File: config.mk
export PLATFORM = sky130hd
export DESIGN_NAME = game_sequencer
export DESIGN_NICKNAME = d
export VERILOG_FILES = /design/src/rtl/game_sequencer.sv
export SDC_FILE = /design/constraint.sdc
export NUM_CORES = 1
export LEC_CHECK = 0
export ABC_AREA = 1
export BUFFER_PORTS_ARGS = -buffer_cell sky130_fd_sc_hd__buf_2
export CAP_MARGIN = 25
export CORE_ASPECT_RATIO = 0.6
export CORE_UTILIZATION = 50
export DETAILED_ROUTE_END_ITERATION = 7
export GPL_TIMING_DRIVEN = 0
export PLACE_DENSITY = 0.72
export SETUP_SLACK_MARGIN = 0.2
export SYNTH_ARGS = -nofsm -noshare
export SYNTH_HDL_FRONTEND = slang
export SYNTH_SLANG_ARGS = --single-unit
File: constraint.sdc
create_clock -name clk -period 4.52 [get_ports clk]
set_input_delay 0 -clock clk [delete_from_list [all_inputs] [get_ports clk]]
set_output_delay 0 -clock clk [all_outputs]
set_load 0.01 [all_outputs]
File: src/rtl/game_sequencer.sv
// Reaction-game sequencer: levels, score, lives and a synchronized game-speed tick.
// Optional round timeout (implied miss) enabled with `define SEQ_TIMEOUT_EN.
module game_sequencer #(
  parameter int HITS_PER_LEVEL = 8,
  parameter int START_LIVES    = 3,
  parameter int TIMEOUT_TICKS  = 4
) (
  input  logic       clk,
  input  logic       rst,
  input  logic       start,
  input  logic       hit,
  input  logic       miss,
  input  logic       speed_clk,
  input  logic       valid_start,
  output logic [7:0] level_sw,
  output logic [2:0] level,
  output logic [7:0] score,
  output logic [1:0] lives,
  output logic       round_tick,
  output logic       playing,
  output logic       game_over
);

  if (HITS_PER_LEVEL < 1 || HITS_PER_LEVEL > 255 || START_LIVES < 1 || START_LIVES > 3 ||
      TIMEOUT_TICKS < 1 || TIMEOUT_TICKS > 15) begin : g_bad_params
    $error("game_sequencer: parameter out of legal range");
  end

  localparam logic [7:0] HITS_L  = 8'(HITS_PER_LEVEL);
  localparam logic [1:0] LIVES_L = 2'(START_LIVES);
  localparam logic [2:0] MAX_LVL = 3'd6;

  typedef enum logic [1:0] {
    S_IDLE      = 2'd0,
    S_PLAY      = 2'd1,
    S_LEVEL_UP  = 2'd2,
    S_GAME_OVER = 2'd3
  } state_t;

  state_t     state_q, state_d;
  logic [2:0] level_q, level_d;
  logic [7:0] level_sw_q, level_sw_d;
  logic [7:0] score_q, score_d;
  logic [1:0] lives_q, lives_d;
  logic [7:0] hit_cnt_q, hit_cnt_d;
  logic       round_tick_q, round_tick_d;
  logic       playing_q, playing_d;
  logic       game_over_q, game_over_d;
  logic       spd_s1_q, spd_s2_q, spd_prev_q;
  logic       spd_edge_s;
  logic       tmo_fire_s;
  logic       miss_eff_s;

  function automatic logic [7:0] therm_code(input logic [2:0] lvl);
    case (lvl)
      3'd0:    therm_code = 8'h01;
      3'd1:    therm_code = 8'h03;
      3'd2:    therm_code = 8'h07;
      3'd3:    therm_code = 8'h0F;
      3'd4:    therm_code = 8'h1F;
      3'd5:    therm_code = 8'h3F;
      3'd6:    therm_code = 8'h7F;
      default: therm_code = 8'h01;
    endcase
  endfunction

`ifdef SEQ_TIMEOUT_EN
  localparam logic [3:0] TMO_L = 4'(TIMEOUT_TICKS);
  logic [3:0] tmo_cnt_q, tmo_cnt_d, tmo_inc_s;

  // Idle-round counter; any player action or leaving PLAY restarts it.
  always_comb begin
    tmo_inc_s  = tmo_cnt_q + {3'd0, round_tick_q};
    tmo_fire_s = (state_q == S_PLAY) && (tmo_inc_s == TMO_L);
    if (state_q != S_PLAY) begin
      tmo_cnt_d = 4'd0;
    end else if (hit || miss || tmo_fire_s) begin
      tmo_cnt_d = 4'd0;
    end else begin
      tmo_cnt_d = tmo_inc_s;
    end
  end

  always_ff @(posedge clk) begin
    if (!rst) begin
      tmo_cnt_q <= 4'd0;
    end else begin
      tmo_cnt_q <= tmo_cnt_d;
    end
  end
`else
  assign tmo_fire_s = 1'b0;
`endif

  assign spd_edge_s = spd_s2_q & ~spd_prev_q;
  assign miss_eff_s = miss | tmo_fire_s;

  // Next-state and datapath; a miss always wins over a coincident hit.
  always_comb begin
    state_d      = state_q;
    level_d      = level_q;
    score_d      = score_q;
    lives_d      = lives_q;
    hit_cnt_d    = hit_cnt_q;
    round_tick_d = 1'b0;
    case (state_q)
      S_IDLE: begin
        if (start && valid_start) begin
          state_d = S_PLAY;
        end else begin
          state_d = S_IDLE;
        end
      end
      S_PLAY: begin
        round_tick_d = spd_edge_s;
        if (miss_eff_s) begin
          if (lives_q <= 2'd1) begin
            lives_d = 2'd0;
            state_d = S_GAME_OVER;
          end else begin
            lives_d = lives_q - 2'd1;
          end
        end else if (hit) begin
          if (score_q != 8'hFF) begin
            score_d = score_q + 8'd1;
          end else begin
            score_d = score_q;
          end
          if ((hit_cnt_q + 8'd1) == HITS_L) begin
            hit_cnt_d = 8'd0;
            if (level_q < MAX_LVL) begin
              level_d = level_q + 3'd1;
              state_d = S_LEVEL_UP;
            end else begin
              level_d = level_q;
            end
          end else begin
            hit_cnt_d = hit_cnt_q + 8'd1;
          end
        end else begin
          state_d = S_PLAY;
        end
      end
      S_LEVEL_UP: begin
        state_d = S_PLAY;
      end
      S_GAME_OVER: begin
        if (start) begin
          state_d   = S_IDLE;
          level_d   = 3'd0;
          score_d   = 8'd0;
          lives_d   = LIVES_L;
          hit_cnt_d = 8'd0;
        end else begin
          state_d = S_GAME_OVER;
        end
      end
      default: begin
        state_d = S_IDLE;
      end
    endcase
    level_sw_d  = therm_code(level_d);
    playing_d   = (state_d == S_PLAY) || (state_d == S_LEVEL_UP);
    game_over_d = (state_d == S_GAME_OVER);
  end

  // State, outputs and the speed_clk synchronizer.
  always_ff @(posedge clk) begin
    if (!rst) begin
      state_q      <= S_IDLE;
      level_q      <= 3'd0;
      level_sw_q   <= 8'h01;
      score_q      <= 8'd0;
      lives_q      <= LIVES_L;
      hit_cnt_q    <= 8'd0;
      round_tick_q <= 1'b0;
      playing_q    <= 1'b0;
      game_over_q  <= 1'b0;
      spd_s1_q     <= 1'b0;
      spd_s2_q     <= 1'b0;
      spd_prev_q   <= 1'b0;
    end else begin
      state_q      <= state_d;
      level_q      <= level_d;
      level_sw_q   <= level_sw_d;
      score_q      <= score_d;
      lives_q      <= lives_d;
      hit_cnt_q    <= hit_cnt_d;
      round_tick_q <= round_tick_d;
      playing_q    <= playing_d;
      game_over_q  <= game_over_d;
      spd_s1_q     <= speed_clk;
      spd_s2_q     <= spd_s1_q;
      spd_prev_q   <= spd_s2_q;
    end
  end

  assign level_sw   = level_sw_q;
  assign level      = level_q;
  assign score      = score_q;
  assign lives      = lives_q;
  assign round_tick = round_tick_q;
  assign playing    = playing_q;
  assign game_over  = game_over_q;

endmodule

# After elaboration in Yosys (flattened, before gate mapping)

Index checks and enable logic that the tools add are counted.

Bits in registers: 37
Bits in latches: 0
RAM bits: 0
ROM bits: 0
Input port bits: 7
Output and inout port bits: 24
Word-level logic and storage cells: 75
Memories kept: 0

Add/sub/neg operators: 4
$mul: 0
Divide/modulo/power cells: 0
$lt $le $gt $ge: 2
Equality and inequality tests: 19
Shift-type cells: 0
Muxes and demuxes: 28
Bitwise logic cells: 2
Reductions and logical operators: 8

Operator list:

| cell                                                                              | number |
|---|---|
| 8-bit 2-to-1 mux                                                                  | 7 |
| 7-bit one-hot mux with 6 select lines                                             | 1 |
| 8-bit one-hot mux with 2 select lines                                             | 2 |
| 2-bit 2-to-1 mux                                                                  | 9 |
| 8-bit by 1-bit adder with 8-bit output (second input constant)                    | 2 |
| 3-bit 2-to-1 mux                                                                  | 5 |
| 2-bit != test (second input constant)                                             | 5 |
| 3-bit equality test (second input constant)                                       | 3 |
| 2-bit equality test (second input constant)                                       | 4 |
| 8-bit by 4-bit equality test with 1-bit output (second input constant)            | 1 |
| 8-bit != test (second input constant)                                             | 1 |
| 2-bit one-hot mux with 4 select lines                                             | 1 |
| 3-bit by 2-bit equality test with 1-bit output (second input constant)            | 2 |
| 3-bit one-hot mux with 2 select lines                                             | 1 |
| 5-bit AND reduction                                                               | 1 |
| 2-bit by 1-bit equality test with 1-bit output (second input constant)            | 2 |
| 2-bit one-hot mux with 2 select lines                                             | 1 |
| 4-bit AND reduction                                                               | 1 |
| 3-bit by 1-bit adder with 3-bit output (second input constant)                    | 1 |
| 3-bit by 1-bit equality test with 1-bit output (second input constant)            | 1 |
| 3-bit less-than comparator (second input constant)                                | 1 |
| 3-bit AND reduction                                                               | 1 |
| 2-bit by 1-bit less-or-equal comparator with 1-bit output (second input constant) | 1 |
| 2-bit zero test                                                                   | 1 |
| other kinds (8)                                                                   | 8 |

# Logic depth before layout (Yosys ltp)

Gate-level depths: netlist of run 1.

Depth in word-level cells: 8
Gate-level depth with buffers: 16

# Least setup slack after synthesis of run 1

OpenSTA, ideal clock, no wires.

Path type: flip-flop to flip-flop
From: register hit_cnt_q[1]
To: register playing_q, in the netlist playing
Arrival time: 1708 ps
Setup slack: 2702 ps
Cell stages (with the launch flop): 14
Buffers on the path: 0
Cell sequence: dfxtp_1 -> ha_1 -> nand3_1 -> nor2_1 -> nand2_1 -> nand2_1 -> nand3_2 -> nor2_2 -> nand4_2 -> inv_1 -> nor3_1 -> ha_1 -> nand2_1 -> inv_1

Word-level cells in the longest chain between the ends: 8
Elaborated cells on any way between the ends: 9
Those cells by class: add/sub: 1; eq/ne: 3; mux: 4; reduce/logical: 1

Ends and longest elaborated chain:

| item                                                                                         | line | source |
|---|---|---|
| from (decl)                                                                                  | 45   | `logic [7:0] hit_cnt_q, hit_cnt_d;` |
| from (signal assigned)                                                                       | 188  | `hit_cnt_q <= hit_cnt_d;` |
| 8-bit by 1-bit adder with 8-bit output (*)                                                   | 129  | `if ((hit_cnt_q + 8'd1) == HITS_L) begin` |
| 8-bit by 4-bit equality test with 1-bit output (*)                                           | 129  |  |
| 2-bit 2-to-1 mux (*)                                                                         | 129  |  |
| 2-bit 2-to-1 mux (*)                                                                         | 123  | `end else if (hit) begin` |
| 2-bit 2-to-1 mux (*)                                                                         | 116  | `if (miss_eff_s) begin` |
| 2-bit one-hot mux with 4 select lines (*)                                                    | 106  | `case (state_q)` |
| via state_d[0]                                                                               | 40   | `state_t state_q, state_d;` |
| 2-bit by 1-bit equality test with 1-bit output / 2-bit equality test (equally long branches) | 163  | `playing_d = (state_d == S_PLAY) \|\| (state_d == S_LEVEL_UP);` |
| 1-bit logical OR (*)                                                                         | 163  |  |
| via playing_d                                                                                | 47   | `logic playing_q, playing_d;` |
| to (signal assigned)                                                                         | 190  | `playing_q <= playing_d;` |
| to (decl)                                                                                    | 47   |  |

The timed path passes the listed nets; every way through them passes the cells marked *.
A chain may end at the register's enable or synchronous reset.

# Worst setup path in the final report of run 1

Ends and elaborated chain as after synthesis.

==> results of run 1 <==
==> cell families (layout without fill, tap and decap cells) <==
logic type      Yosys count  in the layout  share of synthesized area
xor+xnor                  2              2                    0.00976
other cells               2              2                    0.00419
fa+ha+maj                 4              4                     0.0279
compound gates           29             29                     0.0955
buf+inv                  47             83                      0.103
flops                    35             35                      0.391
simple gates            138            138                      0.370
==> where the power goes <==
group,switching [mW],internal [mW],leakage [nW]
Sequential,0.00196,0.312,0.283
Clock,0.110,0.108,0.0422
Combinational,0.0202,0.00995,0.729
==> synthesized netlist by cell type <==
master,n,share of area
xor2_1,2,0.0098
nand3_1,10,0.028
a211oi_1,2,0.0084
dfxtp_1,35,0.39
nand3_2,5,0.028
conb_1,2,0.0042
nand4_1,3,0.010
nor3_2,2,0.011
nand4_2,1,0.0070
nor2_1,23,0.048
o21ai_1,1,0.0028
clkbuf_1,2,0.0042
o21ai_0,6,0.017
inv_2,3,0.0063
nand2_1,67,0.14
ha_1,4,0.028
nand2_4,2,0.013
a31oi_1,1,0.0035
nor4_1,1,0.0035
nor2_2,6,0.021
a21oi_4,1,0.0091
inv_1,40,0.084
nor3_1,8,0.022
nand2_2,9,0.031
nor2_4,1,0.0063
a21oi_1,16,0.045
a221o_1,1,0.0056
a32oi_1,1,0.0049
buf_4,2,0.0084
==> routing by layer <==
| metal | share of wire | routed length [um] |
|---|---|---|
| met2 | 0.38 | 1410 |
| met3 | 0.076 | 282 |
| met5 | 0 | 0 |
| met1 | 0.53 | 1960 |
| met4 | 0.019 | 71 |
==> registers in the layout, summed over array words and instances, names as in the netlist, 2 cells and up <==
name / cells
hit_cnt_q: 8
level: 3
level_sw: 6
lives: 2
score: 8
state_q: 2
==> critical path, delay by kind of cell (launching register included) <==
family / cells / cell delay [ns]
simple gates: 9 / 0.96
fa+ha+maj: 2 / 0.49
flops: 1 / 0.39
buf+inv: 2 / 0.15
==> final cells by class <==
| type | count | area share |
|---|---|---|
| well taps | 45 | 0.0271 |
| clock buffers | 7 | 0.0367 |
| multi-input cells | 175 | 0.438 |
| plain buffers | 4 | 0.0108 |
| clock inverters | 1 | 0.00241 |
| repair buffers | 28 | 0.0699 |
| flip-flops and latches | 35 | 0.337 |
| inverters | 43 | 0.0777 |
==> timing repair <==
action,in CTS,in global routing
hold endpoints to repair,1,0
hold buffers,1,0
resized for setup,0,0
==> worst min path at each step <==
stage	from	end	slack, ns
after CTS	valid_start	state_q[0]	0.08
final	valid_start	state_q[0]	0.09
after global routing	hit	state_q[1]	0.10
after floorplan	speed_clk	spd_s1_q	0.1
after detailed placement	speed_clk	spd_s1_q	0.19
after global placement	speed_clk	spd_s1_q	0.18
==> reports/qor.txt, run 1 <==
status - completed
TritonRoute pass-1 iters - 4
setup TNS - 0 ns
initial DRC count - 118
placer congestion estimate - 0.832
Final WS setup - 2.43 ns
Synth Register Bits - 35
Clk Latency, worst-skew pair - 0.29 ns
Fmax achieved - 0.478 GHz
met2 GRT Util - 0.312
worst path cell trace - ha_1, nand3_1, nor2_1, nand2_1, nand2_1, nand3_2, nor2_2, nand4_2, inv_1, nor3_1, ha_1, nand2_1, inv_1
Area growth syn-to-layout - 15.8%
Synth Instances - 257
slew margin rel. - 0.334
row count - 16
most common cell after layout, fill and taps aside - nand2_1
met3 usage - 0.0736
utilization after layout - 0.621
Congestion Overflow GR - 0
largest net degree at the start of global routing - 11
number of global-route vias before repair - 1481
register area - 701 um2
final hold violations - 0
core area - 3340 um2
nets - 303
filler cell count - 336
Worst Hold Slack - 0.0852 ns
cell area after synthesis - 1790 um2
first-pass GRT wire length - 6350 um
starting density of the core - 0.537
Reg clk slew, reported paths - 0.07 ns
Die Width - 79.3 um
Final Instance Area - 2080 um2
pwr dens - 271 nW/um2
Synth Area per Inst - 6.98 um2
CTS tree - done
GR Layer Usage met1 - 0.300
synth warn - 0
Final setup viols - 0
CTS max path bufs - 2
Tmin final - 2.09 ns
Critical Path Slowest Stage Cell - dfxtp_1
RSZ-0062 raised after global routing - no
worst r2r path cells - 13
IO Port Bufs - 27
Req. time, crit path - 4.71 ns
top-level port count - 31
crit path from - hit_cnt_q[1]
final cell count without fillers - 338
Post-Place Cells - 329
crit path kind - reg2reg
Final Max Slew Viols - 0
measured slew at the worst slew-check pin - 0.991 ns
startpoint types - flip-flop
HPWL after DPL - 2870 um
vias per cell - 4.90
Die ar. - 3840 um2
slack of the worst reg-to-reg path - 2.43 ns
share of the yosys chip area belonging to registers - 0.391
hold depth - 5
n_diodes - 0
max_cap viols - 0
Total Power - 0.563 mW
Hold Path Class - in2reg
Yosys cell types - 29
CTS sink cnt - 35
Multi-input gate area - 910 um2
CTS H-tree lvls - 2
clock root cell - clkbuf_8
period utilization - 0.463
critical path fanouts, max - 4
wire per inst - 11.0 um
Die Span Y - 48.4 um
pre-CTS setup slack - 2.45 ns
Cell Area, Placed - 1990 um2
DR vias - 1657
GR peak layer - met2
CTS Buf Count - 5
drt total wl - 3720 um
global-route usage over all layers - 0.221
P_leak - 1.05 nW
Peak VDD IR - 188 uV
Worst EP arrival - 2.28 ns
layout cells sized above 1 - 0.222
post-synthesis net count - 268
initial antenna violation count - 0
CP most frequent cell - nand2_1
Max stage delay on crit path - 0.39 ns
reg-to-reg critical path endpoint - playing
# Post-CTS Setup Buffers - 0
CP Capture Type - flip-flop
Worst Skew - 0.00417 ns
crit path to - playing
post-route ant nets - 0
DRC Markers - 0
highest-count cells in the layout ignoring fill and taps - nand2_1 (67), inv_1 (40), dfxtp_1 (35)
worst r2r src - hit_cnt_q[1]
Note: power is estimated with default switching activity, not from simulation.
==> run 2, diff against run 1 <==
--- a/config.mk
+++ b/config.mk
@@ -12,7 +12,7 @@
 export CORE_UTILIZATION = 50
 export DETAILED_ROUTE_END_ITERATION = 7
 export GPL_TIMING_DRIVEN = 0
-export PLACE_DENSITY = 0.72
+export PLACE_DENSITY = 0.75
 export SETUP_SLACK_MARGIN = 0.2
 export SYNTH_ARGS = -nofsm -noshare
 export SYNTH_HDL_FRONTEND = slang
==> constraint.sdc (replaced) <==
create_clock -name clk -period 1.7 [get_ports clk]
set_input_delay 0 -clock clk [delete_from_list [all_inputs] [get_ports clk]]
set_output_delay 0 -clock clk [all_outputs]
set_load 0.01 [all_outputs]
==> run 2 against run 1 <==
Net effect:
- the flow now finishes with violations (setup timing)
- die area unchanged
- flip-flop and latch count unchanged
- routed wire length up 47%
- non-clock buffer count up 24
- fmax up 6.5%
- final cell count up 7.1%
- clock skew up 0.0052 ns
- via count up 14%
- first-iteration DRC count up 33%
- critical endpoint unchanged
- highest routed layer unchanged
==> reports/qor.txt, run 2 (synthesized netlist as in run 1, its figures left out) <==
crit path kind - reg2reg
Worst Skew - 0.00933 ns
max_cap viols - 0
Congestion Overflow GR - 0
Final Instance Area - 2620 um2
utilization after layout - 0.784
CTS sink cnt - 35
Die ar. - 3840 um2
period utilization - 1.16
met2 GRT Util - 0.391
CP Capture Type - flip-flop
post-route ant nets - 0
TritonRoute pass-1 iters - 4
P_leak - 1.27 nW
largest net degree at the start of global routing - 12
layout cells sized above 1 - 0.473
pre-CTS setup slack - -0.318 ns
crit path from - hit_cnt_q[0]
number of global-route vias before repair - 1710
register area - 724 um2
pwr dens - 598 nW/um2
startpoint types - flip-flop
vias per cell - 5.24
wire per inst - 15.2 um
Die Width - 79.3 um
CTS H-tree lvls - 2
GR Layer Usage met1 - 0.323
most common cell after layout, fill and taps aside - nand2_1
measured slew at the worst slew-check pin - 0.639 ns
Final Max Slew Viols - 0
IO Port Bufs - 27
RSZ-0062 raised after global routing - yes
Reg clk slew, reported paths - 0.07 ns
Worst EP arrival - 2.21 ns
n_diodes - 0
row count - 16
slew margin rel. - 0.574
clock root cell - clkbuf_8
GR peak layer - met2
Peak VDD IR - 569 uV
HP Start - hit
worst r2r src - hit_cnt_q[0]
Final WS setup - -0.264 ns
Area growth syn-to-layout - 46.2%
failing checks - setup timing
highest-count cells in the layout ignoring fill and taps - nand2_1 (50), inv_1 (36), buf_2 (27)
Multi-input gate area - 1210 um2
critical path fanouts, max - 4
Clk Latency, worst-skew pair - 0.30 ns
drt total wl - 5490 um
final hold violations - 0
starting density of the core - 0.537
HPWL after DPL - 2910 um
Die Span Y - 48.4 um
CTS tree - done
Final setup viols - 11
DRC Markers - 0
global-route usage over all layers - 0.248
filler cell count - 225
first-pass GRT wire length - 7360 um
CTS max path bufs - 2
initial antenna violation count - 0
Fmax achieved - 0.509 GHz
core area - 3340 um2
status - finished with violations
nets - 327
Tmin final - 1.96 ns
met3 usage - 0.0698
CTS Buf Count - 5
DR vias - 1897
placer congestion estimate - 0.823
initial DRC count - 157
Cell Area, Placed - 2050 um2
top-level port count - 31
Req. time, crit path - 1.94 ns
final cell count without fillers - 362
Post-Place Cells - 329
Hold Path Class - in2reg
run 2: changes by cell type in the layout (fill, tap and decap cells not counted), sizes merged:
| cell | change |
|---|---|
| clkbuf | -1 |
| clkinvlp | +1 |
| buf | +24 |
run 2: stage by stage:
| stage | hold WS (ns) | TNS, ns | total power, mW |
|---|---|---|---|
| after detailed placement | 0.195 | -2.05 | 0.937 |
| after global placement | 0.182 | -1.19 | 0.935 |
| after floorplan | 0.0976 | -0.0607 | 0.907 |
| after CTS | 0.0706 | -1.02 | 1.54 |
| after global routing | 0.0839 | -3.38 | 1.62 |
| final | 0.0705 | -2.01 | 1.57 |
run 2: what timing repair did:
| item | in CTS | in global routing |
|---|---|---|
| buffers inserted | 18 | 6 |
| setup endpoints to repair | 29 | 25 |
| pin swaps | 32 | 27 |
| resized for setup | 35 | 43 |
| hold buffers | 1 | 0 |
| hold endpoints to repair | 1 | 0 |
run 2: where the power goes:
group / internal [mW] / leakage (nW) / total (mW) / switching (mW)
Combinational: 0.0491 / 0.937 / 0.130 / 0.0809
Clock: 0.286 / 0.0412 / 0.606 / 0.319
Sequential: 0.824 / 0.290 / 0.833 / 0.00863
Total: 1.16 / 1.27 / 1.57 / 0.409
run 2: path summary, 6_finish.rpt:
kind                            slack, ns          to  cells after the start
worst min-delay path                 0.07  state_q[1]                      3
worst max-delay path                -0.26     playing                     13
worst min register to register       0.41  round_tick                      1
worst max register to register      -0.26     playing                     13
run 2: area by class of cell:
type / instances / share of cell area
well taps: 45 / 0.0215
clock buffers: 6 / 0.0277
plain buffers: 4 / 0.00859
flip-flops and latches: 35 / 0.276
repair buffers: 52 / 0.135
inverters: 43 / 0.0625
multi-input cells: 175 / 0.463
clock inverters: 2 / 0.00477
run 2: layer usage:
metal | wire length (um) | up-vias
li1 | - | 925
met1 | 2340 | 863
met2 | 2620 | 84
met3 | 344 | 25
met4 | 184 | 0
met5 | 0 | -
run 2: critical path, cell delays in order (launching register included):
cell	delay (ns)
dfxtp_2	0.38
ha_4	0.18
nand2_4	0.06
nor2_4	0.11
nand2_1	0.06
nand2_1	0.10
nand3_2	0.15
nor2_4	0.17
nand4_4	0.13
inv_2	0.09
nor3_2	0.04
ha_2	0.31
nand2_2	0.06
inv_1	0.07
